--- config.mk ---
export PLATFORM = sky130hd
export DESIGN_NAME = pc_unit
export DESIGN_NICKNAME = d
export VERILOG_FILES = /design/src/rtl/pc_unit_pkg.sv /design/src/rtl/pc_redirect_sel.sv /design/src/rtl/pc_unit.sv
export SDC_FILE = /design/constraint.sdc
export NUM_CORES = 1
export LEC_CHECK = 0
export CAP_MARGIN = 20
export CORE_ASPECT_RATIO = 1.5
export CORE_UTILIZATION = 48
export DETAILED_ROUTE_END_ITERATION = 7
export PLACE_DENSITY_LB_ADDON = 0.15
export SLEW_MARGIN = 15
export SYNTH_ARGS = -nofsm -noshare
export SYNTH_HDL_FRONTEND = slang
export SYNTH_SLANG_ARGS = --single-unit
--- constraint.sdc ---
create_clock -name clk -period 6.9 [get_ports clk]
set_clock_uncertainty 0.1 [all_clocks]
set_input_delay 1.38 -clock clk [delete_from_list [all_inputs] [get_ports clk]]
set_output_delay 1.38 -clock clk [all_outputs]
set_load 0.005 [all_outputs]
--- src/rtl/pc_unit_pkg.sv ---
// Shared encodings for the program-counter stage: FSM states and redirect priorities.
package pc_unit_pkg;

   typedef enum logic [1:0] {
      ST_BOOT = 2'd0,
      ST_RUN  = 2'd1,
      ST_HOLD = 2'd2
   } state_e;

   localparam logic [1:0] PRI_BR   = 2'd0;
   localparam logic [1:0] PRI_JMP  = 2'd1;
   localparam logic [1:0] PRI_ERET = 2'd2;
   localparam logic [1:0] PRI_EXC  = 3'd3;

   // Equal priority counts as a win so the most recent redirect of a class replaces an older one.
   function automatic logic priWins(input logic [1:0] newPri, input logic [1:0] heldPri);
      return newPri >= heldPri;
   endfunction

endpackage

--- src/rtl/pc_redirect_sel.sv ---
// Combinational priority mux over the redirect sources: exc > eret > jmp > br.
module pc_redirect_sel
   import pc_unit_pkg::*;
#(
   parameter logic [31:0] EXC_VEC = 32'h0000_0001
)
(
   input  logic        exc_i,
   input  logic        eret_i,
   input  logic [31:0] epc_i,
   input  logic        jmp_i,
   input  logic [31:0] jmpTarget_i,
   input  logic        brTaken_i,
   input  logic [31:0] brTarget_i,
   output logic        hit_o,
   output logic [1:0]  pri_o,
   output logic [31:0] target_o
);

   always_comb begin
      hit_o    = 1'b0;
      pri_o    = PRI_BR;
      target_o = 32'h0000_0000;
      if (exc_i) begin
         hit_o    = 1'b1;
         pri_o    = PRI_EXC;
         target_o = EXC_VEC;
      end else if (eret_i) begin
         hit_o    = 1'b1;
         pri_o    = PRI_ERET;
         target_o = epc_i;
      end else if (jmp_i) begin
         hit_o    = 1'b1;
         pri_o    = PRI_JMP;
         target_o = jmpTarget_i;
      end else if (brTaken_i) begin
         hit_o    = 1'b1;
         pri_o    = PRI_BR;
         target_o = brTarget_i;
      end
   end

endmodule

--- src/rtl/pc_unit.sv ---
// Program-counter register stage: selects the next fetch PC and holds redirects
// that arrive while fetch cannot advance until the next advance.
module pc_unit
   import pc_unit_pkg::*;
#(
   parameter logic [31:0] RESET_PC = 32'h0000_0000,
   parameter logic [31:0] EXC_VEC  = 32'h0000_0001
)
(
   input  logic        clk,
   input  logic        rst,
   input  logic        stall,
   input  logic        fetch_ready,
   input  logic [31:0] npc_in,
   input  logic        br_taken,
   input  logic [31:0] br_target,
   input  logic        jmp,
   input  logic [31:0] jmp_target,
   input  logic        eret,
   input  logic [31:0] epc_in,
   input  logic        exc,
   output logic [31:0] pc_out,
   output logic        fetch_valid,
   output logic        redir_pend
);

   state_e      state_q, state_d;
   logic [31:0] pc_q, pc_d;
   logic [31:0] pendPc_q, pendPc_d;
   logic [1:0]  pendPri_q, pendPri_d;

   logic        redirHit;
   logic [1:0]  redirPri;
   logic [31:0] redirTarget;
   logic        advance;
   logic        newWins;

   pc_redirect_sel #(
      .EXC_VEC(EXC_VEC)
   ) uRedirSel (
      .exc_i       (exc),
      .eret_i      (eret),
      .epc_i       (epc_in),
      .jmp_i       (jmp),
      .jmpTarget_i (jmp_target),
      .brTaken_i   (br_taken),
      .brTarget_i  (br_target),
      .hit_o       (redirHit),
      .pri_o       (redirPri),
      .target_o    (redirTarget)
   );

   assign fetch_valid = (state_q != ST_BOOT);
   assign redir_pend  = (state_q == ST_HOLD);
   assign pc_out      = pc_q;
   assign advance     = fetch_valid & fetch_ready & ~stall;
   assign newWins     = redirHit & priWins(redirPri, pendPri_q);

   always_comb begin
      state_d   = state_q;
      pc_d      = pc_q;
      pendPc_d  = pendPc_q;
      pendPri_d = pendPri_q;
      unique case (state_q)
         ST_BOOT: begin
            state_d = ST_RUN;
         end
         ST_RUN: begin
            if (advance) begin
               pc_d = redirHit ? redirTarget : npc_in;
            end else if (redirHit) begin
               pendPc_d  = redirTarget;
               pendPri_d = redirPri;
               state_d   = ST_HOLD;
            end
         end
         ST_HOLD: begin
            // A held redirect always replaces the sequential path; npc_in is stale here.
            if (advance) begin
               pc_d      = newWins ? redirTarget : pendPc_q;
               pendPc_d  = 32'h0000_0000;
               pendPri_d = PRI_BR;
               state_d   = ST_RUN;
            end else if (newWins) begin
               pendPc_d  = redirTarget;
               pendPri_d = redirPri;
            end
         end
         default: begin
            state_d = ST_BOOT;
         end
      endcase
   end

   always_ff @(posedge clk) begin
      if (!rst) begin
         state_q   <= ST_BOOT;
         pc_q      <= RESET_PC;
         pendPc_q  <= 32'h0000_0000;
         pendPri_q <= PRI_BR;
      end else begin
         state_q   <= state_d;
         pc_q      <= pc_d;
         pendPc_q  <= pendPc_d;
         pendPri_q <= pendPri_d;
      end
   end

endmodule

==> summary.md <==
| Metric | Value |
|---|---|
| Final Hold Fails | `0` |
| Worst skew pair latency | `about 0.33 ns` |
| Max-Slew Margin vs Limit | `28.4%` |
| Worst setup SP type | `input pin` |
| Clock power share | `27.4%` |
| Max-cap viol count | `0` |
| Post-cts repair resize count | `0` |
| Initial antenna violation count | `0` |
| Top cell type's share of synthesized area | `31.0%` |
| Post-CTS setup repair buffer count | `0` |
| Placed insts | `roughly 800` |
| Seq/Total Area, Yosys | `a little under a third` |
| Starting Density | `about half` |
| Nature of the critical path endpoint | `register` |
| Netlist Area Pre-Place | `4390 sq um` |
| Clock-pin slew on the worst setup and hold paths | `0.05 ns` |
| Router iterations before antenna repair | `5` |
| CP required | `between 7 and 8 ns` |
| Synth Net Count | `about 740` |
| Area of the multi-input gates | `2600 sq um` |
| Filler instances | `between 700 and 800` |
| Initial drt markers | `between 400 and 500` |
| CTS tree | `done` |
| Worst-margin pin slew | `1.07 ns` |
| Pwr dens | `236 nW/um^2` |
| R2R cell count | `6` |
| Final max-slew violation count | `0` |
| Core footprint | `8830 sq um` |
| Hold-fix buffers, CTS | `0` |
| HP Class | `register to register` |
| Post-synthesis register bit count | `68` |
| First-pass GRT wire length | `about 23 mm` |
| R2R setup slack | `4.17 ns` |
| Cell variety after synth | `36` |
| Largest net degree at the start of global routing | `105` |
| Ranking of synthesized cells by area | `dfxtp_1 31%, o31ai_1 11%, a221oi_1 6.2%` |
| Routed via count | `between 5000 and 6000` |
| Fin area | `6260 sq um` |
| H-tree levels | `3` |
| Asr flop ratio synth | `0%` |
| Register area | `1360 sq um` |
| GRT Total Usage | `a little under a third` |
| FF-to-FF Start | `state_q[0]` |
| Sw power | `520 uW` |
| Critical Path AT | `4.84 ns` |
| Crit path max fanout | `19` |
| Max clock buf depth | `2` |
| Nets | `860` |
| Gr ovfl total | `0` |
| Routed Antenna Nets | `0` |
| PortBufs | `169` |
| Part of the power in registers | `33.1%` |
| Num CTS Buffers | `9` |
| Status | `finished clean` |
| Vias per Instance | `6.13` |
| WL per Instance | `17.1 um` |
| Peak supply drop | `141 uV` |
| Post-synth EDFFs | `0` |
| # setup viols final | `0` |
| P&R area growth vs syn | `42.5%` |
| Non-Filler Instances | `829` |
| Placed cell area | `5980 sq um` |
| Vias in the first global route | `4994` |
| CTS root buf | `clkbuf_16` |
| YS warnings | `0` |
| Row count | `42` |
| Min-Delay Endpoint | `pendPc_q[9]` |
| I/O Pins | `170` |
| Post-route minimum period | `around 4.7 ns` |
| RSZ-0062 raised after global routing | `false` |
| Hold path cells | `2` |
| Hold path start | `pendPc_q[9]` |
| Sw Ratio | `35.2%` |
| Drt drc | `0` |
| Combinational power share | `39.5%` |
| Hpwl dp | `just over 9 mm` |
| Die Wd | `80.1 um` |
| Die height | `roughly 120 um` |
| Worst Hold Slack | `0.346 ns` |
| Antenna Cells | `0` |
| Share of cells above drive strength 1 | `4.45%` |
| Mapped Cells | `596` |
| Clk sink count | `68` |
| Synth Area per Inst | `about 7.4 sq um` |
| Worst R2R End | `pc_out[4]` |
| Die area | `9540 sq um` |
| Setup TNS Final | `0 ns` |
| Leak Pwr | `2.32 nW` |
| WS Path Type | `input pin to register` |
| Routability congestion estimate | `between 0.8 and 0.9` |
| Leading register cell type out of synthesis | `dfxtp_1` |
| Internal portion of total power | `around 960 uW` |
| Fmax | `~210 MHz` |
| Final Cycle Share | `68.4%` |
| Yosys top cell by area | `dfxtp_1` |
| Post-Route WL | `14.2 mm` |
[layout by cell type (no fill, tap or decap), drive strengths merged]
cell             n
nand3b          32
clkdlybuf4s50  167
or4              1
nor3             2
or3b             1
o2bb2ai          1
nand3           32
a211oi          32
and3            31
nand2           69
o31ai           62
o21bai           1
ha               5
dfxtp           68
a21o             1
a22oi            2
buf             10
o21ai           35
nand2b           2
o211a            1
a21oi           39
o21a             3
nor2b            1
o22ai            3
o32ai            1
clkbuf          11
a221oi          31
inv             38
nor2            36
and2             1
[layer usage]
metal	track usage, %	vias to the layer above	wire length (um)
met2	53.5	258	7220
met5	0	-	0
met1	33.9	2370	5500
met4	14.3	0	359
li1	-	2423	-
met3	4.98	27	1140
[registers in the layout, summed over array words and instances (netlist names)]
register and flops:
pc_out 32, pendPc_q 32, pendPri_q 2, state_q 2
[critical path, stage by stage]
cell	delay, ns
clkdlybuf4s50_1	0.92
buf_4	0.37
a21oi_1	0.10
ha_1	0.32
nand2b_1	0.18
a21oi_2	0.63
buf_4	0.35
o21ai_0	0.09
and3_1	0.23
o31ai_1	0.27
[cells by family (layout without fill, tap and decap cells)]
family | count (synthesis) | after routing | share of synthesized area (%)
fa+ha+maj | 5 | 5 | 1.42
flops | 68 | 68 | 31.0
compound gates | 212 | 212 | 33.4
simple gates | 208 | 208 | 23.8
buf+inv | 103 | 226 | 10.4
[layout make-up]
class	count	share of cell area [%]
tap	110	2.20
inverter	38	2.28
multi-input combinational	425	41.6
timing repair buffer	177	28.2
clock buffer	11	4.04
sequential	68	21.7
[synth_stat cells (2+ instances only)]
cell type	count
o22ai_1	3
inv_1	37
and3_1	31
nor2_1	36
dfxtp_1	68
nand2b_1	2
o21a_1	3
nor3_1	2
nand3_1	32
buf_6	4
o21ai_0	33
a211oi_1	32
ha_1	5
nand3b_1	32
a21oi_1	38
buf_4	5
a221oi_1	31
buf_2	16
a22oi_1	2
clkbuf_1	37
o31ai_1	62
nand2_1	69
buf_1	3
[stage by stage]
stage               total power, mW  setup slack, ns  util (%)
floorplan                     0.860             3.28         -
CTS                            1.46             2.23      70.6
global route                   1.56             1.97      70.9
detailed placement             1.05             1.90      67.7
finish                         1.48             2.18      70.9
global placement               1.03             1.98      67.7
[worst max-delay path by stage]
stage / start / endpoint / cells past startpoint
after floorplan: eret / pc_out[20] / 11
after global placement: exc / pendPc_q[0] / 7
after detailed placement: exc / pendPc_q[0] / 7
after CTS: exc / pendPc_q[0] / 7
after global routing: exc / pc_out[14] / 10
final: exc / pendPc_q[14] / 10
[power groups by stage]
stage / clock network, mW / registers (mW) / logic (mW)
after floorplan: 0 / 0.487 / 0.373
after global placement: 0 / 0.491 / 0.542
after detailed placement: 0 / 0.495 / 0.560
after CTS: 0.406 / 0.488 / 0.564
after global routing: 0.425 / 0.495 / 0.637
final: 0.405 / 0.489 / 0.584
No activity file was read; power rests on OpenSTA's default activity.
